===== src/rtl/fixed_point_divider_if.sv =====
// Operand/result handshake bundle for fixed_point_divider.
// The master drives operands and out_ready; the slave (the divider) drives the rest.
interface fixed_point_divider_if #(
  parameter int unsigned WIDTH = 8
);
  logic             in_valid;
  logic             in_ready;
  logic [WIDTH-1:0] dividend;
  logic [WIDTH-1:0] divisor;
  logic             out_valid;
  logic             out_ready;
  logic [WIDTH-1:0] quotient;
  logic             overflow;
  logic             div_by_zero;

  modport master (
    output in_valid, dividend, divisor, out_ready,
    input  in_ready, out_valid, quotient, overflow, div_by_zero
  );

  modport slave (
    input  in_valid, dividend, divisor, out_ready,
    output in_ready, out_valid, quotient, overflow, div_by_zero
  );
endinterface


===== src/rtl/fixed_point_divider.sv =====
// Sequential signed fixed-point divider, radix-2 restoring, one quotient bit per clock.
// Define FIXED_DIV_ROUND_NEAREST_EN for round-half-away-from-zero (one extra iteration).
module fixed_point_divider #(
  parameter int unsigned WIDTH = 8,
  parameter int unsigned FRAC  = 6
) (
  input logic                  clk,
  input logic                  rst_n,
  fixed_point_divider_if.slave bus
);

`ifdef FIXED_DIV_ROUND_NEAREST_EN
  localparam int unsigned SHIFT = FRAC + 1;
`else
  localparam int unsigned SHIFT = FRAC;
`endif
  localparam int unsigned ITER = WIDTH + SHIFT;
  localparam int unsigned CW   = $clog2(ITER + 1);

  localparam logic [ITER-1:0]  MAX_POS_MAG = ITER'((1 << (WIDTH - 1)) - 1);
  localparam logic [ITER-1:0]  MAX_NEG_MAG = ITER'(1 << (WIDTH - 1));
  localparam logic [WIDTH-1:0] SAT_POS     = {1'b0, {(WIDTH-1){1'b1}}};
  localparam logic [WIDTH-1:0] SAT_NEG     = {1'b1, {(WIDTH-1){1'b0}}};

  typedef enum logic [1:0] {IDLE, BUSY, FIX, DONE} state_t;

  state_t state;
  state_t next_state;

  logic [ITER-1:0]  num;
  logic [WIDTH-1:0] rem;
  logic [WIDTH-1:0] den;
  logic [ITER-1:0]  q;
  logic [CW-1:0]    cnt;
  logic             neg;
  logic             dvd_neg;

  logic [WIDTH-1:0] quotient_r;
  logic             overflow_r;
  logic             div_by_zero_r;
  logic             out_valid_r;

  logic             accept;
  logic             den_zero;
  logic             last_iter;
  logic [WIDTH-1:0] abs_dividend;
  logic [WIDTH-1:0] abs_divisor;
  logic [WIDTH:0]   rem_shift;
  logic             fits;
  logic [WIDTH-1:0] rem_next;
  logic [ITER-1:0]  mag;
  logic [WIDTH-1:0] fix_q;
  logic             fix_ovf;

  assign bus.in_ready    = (state == IDLE);
  assign bus.out_valid   = out_valid_r;
  assign bus.quotient    = quotient_r;
  assign bus.overflow    = overflow_r;
  assign bus.div_by_zero = div_by_zero_r;

  assign accept    = bus.in_valid && (state == IDLE);
  assign den_zero  = (den == '0);
  assign last_iter = (cnt == CW'(ITER - 1));

  always_comb begin
    abs_dividend = bus.dividend;
    abs_divisor  = bus.divisor;
    if (bus.dividend[WIDTH-1]) abs_dividend = -bus.dividend;
    if (bus.divisor[WIDTH-1])  abs_divisor  = -bus.divisor;
  end

  // Working remainder is WIDTH+1 bits; after a restore it is always below den, so
  // only WIDTH bits need to be stored between iterations.
  always_comb begin
    rem_shift = {rem, num[ITER-1]};
    fits      = (rem_shift >= {1'b0, den});
    rem_next  = rem_shift[WIDTH-1:0];
    if (fits) rem_next = WIDTH'(rem_shift - {1'b0, den});
  end

  always_comb begin
`ifdef FIXED_DIV_ROUND_NEAREST_EN
    mag = {1'b0, q[ITER-1:1]} + ITER'(q[0]);
`else
    mag = q;
`endif
    fix_q   = '0;
    fix_ovf = 1'b0;
    if (den_zero) begin
      fix_q = dvd_neg ? SAT_NEG : SAT_POS;
    end else if (neg) begin
      if (mag > MAX_NEG_MAG) begin
        fix_q   = SAT_NEG;
        fix_ovf = 1'b1;
      end else begin
        fix_q = -mag[WIDTH-1:0];
      end
    end else begin
      if (mag > MAX_POS_MAG) begin
        fix_q   = SAT_POS;
        fix_ovf = 1'b1;
      end else begin
        fix_q = mag[WIDTH-1:0];
      end
    end
  end

  always_ff @(posedge clk or negedge rst_n) begin
    if (!rst_n) state <= IDLE;
    else        state <= next_state;
  end

  // A zero divisor is detected on the first BUSY cycle and skips every iteration,
  // giving the two-cycle divide-by-zero turnaround.
  always_comb begin
    next_state = state;
    unique case (state)
      IDLE: if (bus.in_valid) next_state = BUSY;
      BUSY: if (den_zero || last_iter) next_state = FIX;
      FIX:  next_state = DONE;
      DONE: if (bus.out_ready) next_state = IDLE;
      default: next_state = IDLE;
    endcase
  end

  always_ff @(posedge clk or negedge rst_n) begin
    if (!rst_n) begin
      num           <= '0;
      rem           <= '0;
      den           <= '0;
      q             <= '0;
      cnt           <= '0;
      neg           <= 1'b0;
      dvd_neg       <= 1'b0;
      quotient_r    <= '0;
      overflow_r    <= 1'b0;
      div_by_zero_r <= 1'b0;
      out_valid_r   <= 1'b0;
    end else begin
      if (accept) begin
        num     <= ITER'(abs_dividend) << SHIFT;
        den     <= abs_divisor;
        rem     <= '0;
        q       <= '0;
        cnt     <= '0;
        neg     <= bus.dividend[WIDTH-1] ^ bus.divisor[WIDTH-1];
        dvd_neg <= bus.dividend[WIDTH-1];
      end
      if (state == BUSY && !den_zero) begin
        rem <= rem_next;
        num <= num << 1;
        q   <= {q[ITER-2:0], fits};
        cnt <= cnt + 1'b1;
      end
      if (state == FIX) begin
        quotient_r    <= fix_q;
        overflow_r    <= fix_ovf;
        div_by_zero_r <= den_zero;
        out_valid_r   <= 1'b1;
      end
      if (state == DONE && bus.out_ready) begin
        out_valid_r   <= 1'b0;
        overflow_r    <= 1'b0;
        div_by_zero_r <= 1'b0;
      end
    end
  end

endmodule

===== src/flat_wrapper.sv =====
// flat-port wrapper written by rule: the top's interface ports become plain ports
module fixed_point_divider_flat 
#(
  parameter int unsigned WIDTH = 8,
  parameter int unsigned FRAC  = 6
)
  (clk, rst_n, bus_in_valid, bus_dividend, bus_divisor, bus_out_ready, bus_in_ready, bus_out_valid, bus_quotient, bus_overflow, bus_div_by_zero);
  fixed_point_divider_if #(.WIDTH(WIDTH)) bus_i ();
  input logic clk;
  input logic rst_n;
  input wire logic [$bits(bus_i.in_valid)-1:0] bus_in_valid;
  input wire logic [$bits(bus_i.dividend)-1:0] bus_dividend;
  input wire logic [$bits(bus_i.divisor)-1:0] bus_divisor;
  input wire logic [$bits(bus_i.out_ready)-1:0] bus_out_ready;
  output wire logic [$bits(bus_i.in_ready)-1:0] bus_in_ready;
  output wire logic [$bits(bus_i.out_valid)-1:0] bus_out_valid;
  output wire logic [$bits(bus_i.quotient)-1:0] bus_quotient;
  output wire logic [$bits(bus_i.overflow)-1:0] bus_overflow;
  output wire logic [$bits(bus_i.div_by_zero)-1:0] bus_div_by_zero;
  assign bus_i.in_valid = bus_in_valid;
  assign bus_i.dividend = bus_dividend;
  assign bus_i.divisor = bus_divisor;
  assign bus_i.out_ready = bus_out_ready;
  assign bus_in_ready = bus_i.in_ready;
  assign bus_out_valid = bus_i.out_valid;
  assign bus_quotient = bus_i.quotient;
  assign bus_overflow = bus_i.overflow;
  assign bus_div_by_zero = bus_i.div_by_zero;
  fixed_point_divider #(.WIDTH(WIDTH), .FRAC(FRAC)) u_core (.clk(clk), .rst_n(rst_n), .bus(bus_i));
endmodule

===== config.mk =====
export PLATFORM = sky130hd
export DESIGN_NAME = fixed_point_divider_flat
export DESIGN_NICKNAME = d
export VERILOG_FILES = /design/src/rtl/fixed_point_divider_if.sv /design/src/rtl/fixed_point_divider.sv /design/src/flat_wrapper.sv
export SDC_FILE = /design/constraint.sdc
export NUM_CORES = 1
export LEC_CHECK = 0
export ABC_AREA = 1
export BUFFER_PORTS_ARGS = -buffer_cell sky130_fd_sc_hd__buf_4
export CORE_MARGIN = 1.5
export CORE_UTILIZATION = 60
export CTS_BUF_LIST = sky130_fd_sc_hd__clkbuf_8
export DETAILED_ROUTE_END_ITERATION = 8
export MAX_ROUTING_LAYER = met4
export PLACE_DENSITY = 0.8
export SYNTH_ARGS = -nofsm -noshare
export SYNTH_HDL_FRONTEND = slang
export SYNTH_SLANG_ARGS = --single-unit

===== constraint.sdc =====
create_clock -name clk -period 1.95 [get_ports clk]
set_input_delay 0.0975 -clock clk [delete_from_list [all_inputs] [get_ports clk]]
set_output_delay 0.0975 -clock clk [all_outputs]
set_load 0.03 [all_outputs]

Word-level counts from Yosys, hierarchy flattened
Cells that the tools add are included.

Register bits: 63. Bits of input ports: 20. Output and inout port bits: 12. Logic and storage cells: 68.

Add/sub/neg operators: 5. $lt $le $gt $ge: 3. Eq/ne operators: 7. Mux-type cells: 30. Bitwise logic cells: 1. Reductions and logical operators: 10.

Operators by type and width (number): 8-bit 2-to-1 mux (10); 14-bit 2-to-1 mux (4); 8-bit negator (3); 14-bit by 7-bit greater-than comparator with 1-bit output, second input constant (1); 14-bit by 8-bit greater-than comparator with 1-bit output, second input constant (1); 1-bit 2-to-1 mux (10); 9-bit by 8-bit >= comparator with 1-bit output (1); 8-bit logical NOT (1); 4-bit 2-to-1 mux (2); 2-bit case mux with 4 select lines (1); 8-bit subtractor (1); 2-bit 2-to-1 mux (3); 4-bit by 1-bit adder with 4-bit output, second input constant (1); 2-bit equality test, second input constant (2); 4-bit equality test, second input constant (1); 2-bit != test, second input constant (2); 2-bit nonzero test (2); 1-bit logical AND (3); 3-bit AND reduction (1); 2-bit by 1-bit equality test with 1-bit output, second input constant (1); 2-bit logical NOT (1); 2-bit by 1-bit != test with 1-bit output, second input constant (1); 1-bit logical NOT (1); 1-bit logical OR (1); 1-bit XOR (1).

Depth between registers and ports, before layout
Word-level depth: 6. Gate-level depth with buffers: 13. Depth with buffers taken out: 12.

Worst setup path after synthesis
OpenSTA, ideal clock, no wires.

Kind: reg2reg. Start point: register u_core.state[0]. End point: register u_core.q[1] (netlist: u_core.mag[1]). Library setup time: 126 ps. Arrival: 1709 ps. Required time: 1824 ps. Setup slack: 114 ps. Stages on the path, launching flop included: 9. Buffers on the path: 1. Period minus slack after synthesis: 1836 ps. Path through: dfrtp_1 > inv_1 > ha_1 > nand2_1 > inv_1 > nor2_8 > inv_4 > buf_6 > o22ai_2.

Longest elaborated chain between the ends: 3. Elaborated cells between the ends (all ways): 6. Those cells by class: eq/ne: 1; mux: 1; reduce/logical: 4.

Ends and longest elaborated chain: start, declared (RTL line fixed_point_divider.sv:27) `state_t state;`; start signal, assigned (RTL line fixed_point_divider.sv:110) `else state <= next_state;`; 2-bit logical NOT; named net bus_in_ready (RTL line flat_wrapper.sv:15) `output wire logic [$bits(bus_i.in_ready)-1:0] bus_in_ready;`; 1-bit logical AND (RTL line fixed_point_divider.sv:61) `assign accept = bus.in_valid && (state == IDLE);`; 2-bit nonzero test (no line); end signal, assigned (RTL line fixed_point_divider.sv:152) `q <= {q[ITER-2:0], fits};`; end, declared (RTL line fixed_point_divider.sv:33) `logic [ITER-1:0] q;`.

The timed path passes the listed nets, and every way through them passes these cells. A chain may end at the register's enable or synchronous reset.

Final worst setup path
Start point: register u_core.den[6]. End point: register u_core.rem[6].

Longest elaborated chain between the ends: 4. Elaborated cells between the ends (all ways): 8. Those cells by class: add/sub: 1; order compare: 1; mux: 2; reduce/logical: 4.

Ends and longest elaborated chain: start, declared (RTL line fixed_point_divider.sv:32) `logic [WIDTH-1:0] den;`; start signal, assigned (RTL line fixed_point_divider.sv:142) `den <= abs_divisor;`; branches (longest 4 deep; another with 8-bit subtractor); end signal, assigned (RTL line fixed_point_divider.sv:150) `rem <= rem_next;`; end, declared (RTL line fixed_point_divider.sv:31) `logic [WIDTH-1:0] rem;`.

Several ways; the timed one is not identified.

==> out/qor.yml <==
floorplan.die.width_um: 80.38
grt_start_max_net_pins: 58
fin_nets: 539
leakage_power_nw: 2.101
synth.top_cells.by_area: "dfrtp_1 40%, nand2_1 13%, inv_1 6.3%"
routabilityCongestion: 0.8967
initial_utilization_pct: 63.67
detail_route.iter0.violations: 249
place_ws_ns: 0.1004
critical_path.startpoint_type: "flip-flop"
simple_gate_fraction_of_synth_area_pct: 28.67
wl_um: 7519
htree_levels: 3
postSynthRegisterBits: 57
ys_seq_area_share_pct: 39.71
placed_instance_area_mm2: 0.003874
via_count: 3168
synth-adder-area-share_pct: 6.479
synth_cell_types: 38
post_synth_xor_area_fraction_pct: 3.657
antenna_cells: 0
grt_pass1_wl_um: 12470
tritoncts.num_buffers: 9
grt_antenna_before_repair: 0
wl_per_cell_um: 13.01
most_frequent_standard_cell_in_the_layout_excluding_fill_and_tap_cells: "nand2_1"
ios: 32
clk_pin_slew_worst_paths_ns: 0.07
critPathMostFrequentCell: "nand2_1"
critical_path_type: "flip-flop to flip-flop"
ctsLongestPathBuffers: 2
route.antenna.remaining_nets: 0
place.port_buffers: 31
syn_to_final_growth_pct: 16.23
hold_slack_ns: 0.06616
insertion_delay_ns: 0.33
fmaxAchievable_mhz: 543.9
post_route_setup_slack_ns: 0.1115
ir_worst_vdd_uv: 980.5
die_h_um: 80.38
drt_pre_antenna_iters: 5
hold_path.class: "primary input to flip-flop"
final_hold_viol_count: 0
synth.cell_area_mm2: 0.003592
reg2reg_slack_ns: 0.11
synthesis.instances: 462
setup_crit_end_kind: "flip-flop"
area_fraction_in_compound_gates_after_synthesis_pct: 12.54
yosys_warnings: 0
cp_max_fo: 5
critical_path.slowest_cell: "dfrtp_1"
power_density_mw_per_mm2: 1906
timing.final.max_slew_violations: 0
rows: 27
globalRoute.totalOverflow: 0
layout_min_cycle_time_ns: 1.838
netlist.area_leader.share_pct: 39.71
report.final.setup_viol: 0
synth_area_per_cell_um2: 7.775
relSlewSlack_pct: 52.50
skew_final_ns: 0.01401
multiplexer_share_of_the_synthesized_area_pct: 0
clock_sinks: 57
drive_gt1_share_pct: 17.39
final_period_util_pct: 94.28
finalPower_mw: 7.957
worst_endpoint_required_time_ns: 2.17
post_drt_via_cell_ratio: 5.481
gr_usage_total_pct: 25.47
drc_errors: 0
layout_common_cells: "126 x nand2_1, 61 x inv_1, 57 x dfrtp_1, 41 x nor2_1, 35 x buf_4"
max_slew.worst_pin.slew_ns: 0.7125
drv_cap: 0
coreArea_mm2: 0.005642
dp.final_hpwl_um: 5396
main_combinational_cell_family_by_area_after_synthesis: "simple AND/OR/NAND/NOR gates"
worst-endpoint-arrival_ns: 2.06
synth_nets: 500
status: "completed"
cts_tree: "done"
synth_largest_area_cell: "dfrtp_1"
ctsRootBufferMaster: "clkbuf_8"
timing.critical_path.cells: "inv_2 -> ha_1 -> nand2_1 -> nand2_1 -> a21oi_4 -> nand4_4 -> nor2_1 -> nor2_1 -> nand2_1 -> nand2_1"
die_area_mm2: 0.006460
critical_path.max_stage_delay_ns: 0.37
first_global_vias: 2849
post_layout_inst_area_mm2: 0.004175
cell families after synthesis:
group	count (synthesis)
AO/OA/AOI/OAI	68
AND/OR/NAND/NOR	228
flip-flops	57
adder cells (fa/ha/maj)	18
buffers and inverters	76
XOR/XNOR	15
final cells by class:
| class | count | area, um2 |
|---|---|---|
| repair buffers | 36 | 272.8 |
| multi-input cells | 331 | 1907 |
| flip-flops and latches | 57 | 1426 |
| well taps | 72 | 90.09 |
| fillers | 421 | 1466 |
| clock buffers | 11 | 151.4 |
| clock inverters | 5 | 77.57 |
| inverters | 66 | 250.2 |
worst max-delay path: cells and delay by family (launching register included):
kind / cells / cell delay, ns
AOI/OAI and AO/OA: 1 / 0.27
adders and majority gates: 1 / 0.36
DFF: 1 / 0.37
and+or+nand+nor: 7 / 0.68
buffers and inverters: 1 / 0.06
power by group:
part / internal [mW] / switching [mW] / leakage (nW)
registers: 1.66 / 0.375 / 0.732
logic: 1.69 / 2.97 / 1.25
clock network: 0.787 / 0.474 / 0.121
total: 4.14 / 3.82 / 2.10
flip-flops by register name, summed over array words and instances (netlist names):
| register | flops |
|---|---|
| u_core.mag | 14 |
| u_core.bus.quotient | 8 |
| u_core.den | 8 |
| u_core.num | 8 |
| u_core.rem | 8 |
| u_core.cnt | 4 |
| u_core.state | 2 |
| u_core.bus.div_by_zero | 1 |
| u_core.bus.out_valid | 1 |
| u_core.bus.overflow | 1 |
| u_core.dvd_neg | 1 |
| u_core.neg | 1 |
worst paths after layout:
| path | to | cells after the start | from |
|---|---|---|---|
| max in group asynchronous | u_core.rem[3] | 2 | rst_n |
| setup / recovery | u_core.rem[6] | 10 | u_core.den[6] |
| setup reg to reg | u_core.rem[6] | 10 | u_core.den[6] |
| hold / removal | u_core.den[0] | 3 | bus_divisor[0] |
| hold reg to reg | u_core.bus.quotient[7] | 2 | u_core.bus.quotient[7] |
| min in group asynchronous | u_core.rem[7] | 2 | rst_n |
routing by layer:
metal  routed length, um  global-route usage, %  part of all wire (%)  up-vias
met4                 133                  9.655                   1.8        0
met5                   0                      -                     0        -
met1                3468                  33.16                    46     1487
met3                 293                  4.318                   3.9       17
li1                    -                      -                     -     1577
met2                3625                  40.00                    48       87
Yosys cell counts:
library cell,count
nand2_1,127
inv_1,60
dfrtp_1,57
nor2_1,41
nand3_1,31
o21ai_0,25
ha_1,17
a21oi_1,12
o22ai_2,10
xor2_1,9
nand4_1,7
o211ai_1,6
o21ai_1,6
xnor2_1,6
inv_2,5
o22ai_1,5
nor2_2,4
nor3_1,4
buf_2,3
clkbuf_1,3
nor2_4,3
a21oi_2,2
buf_6,2
nor2_8,2
or2_2,2
a21o_1,1
buf_4,1
buf_8,1
fa_1,1
inv_4,1
nand2_2,1
nand2b_1,1
nand3_2,1
nand4_2,1
nand4_4,1
nor4_1,1
o2111ai_1,1
or2_1,1
per-stage QoR:
stage / instances / util (%) / setup TNS (ns)
after floorplan: 462 / - / 0
after global placement: 559 / 68.66 / 0
after detailed placement: 559 / 68.66 / 0
after CTS: 576 / 72.90 / 0
after global routing: 578 / 74.01 / -0.006679
final: 578 / 74.01 / 0
what timing repair did:
action	4_1_cts	5_1_grt
hold buffers	1	0
setup buffers	0	0
endpoints found under the setup margin	0	9
resized for setup	0	6
endpoints found under the hold margin	57	0
Note: power is estimated with default switching activity, not from simulation.
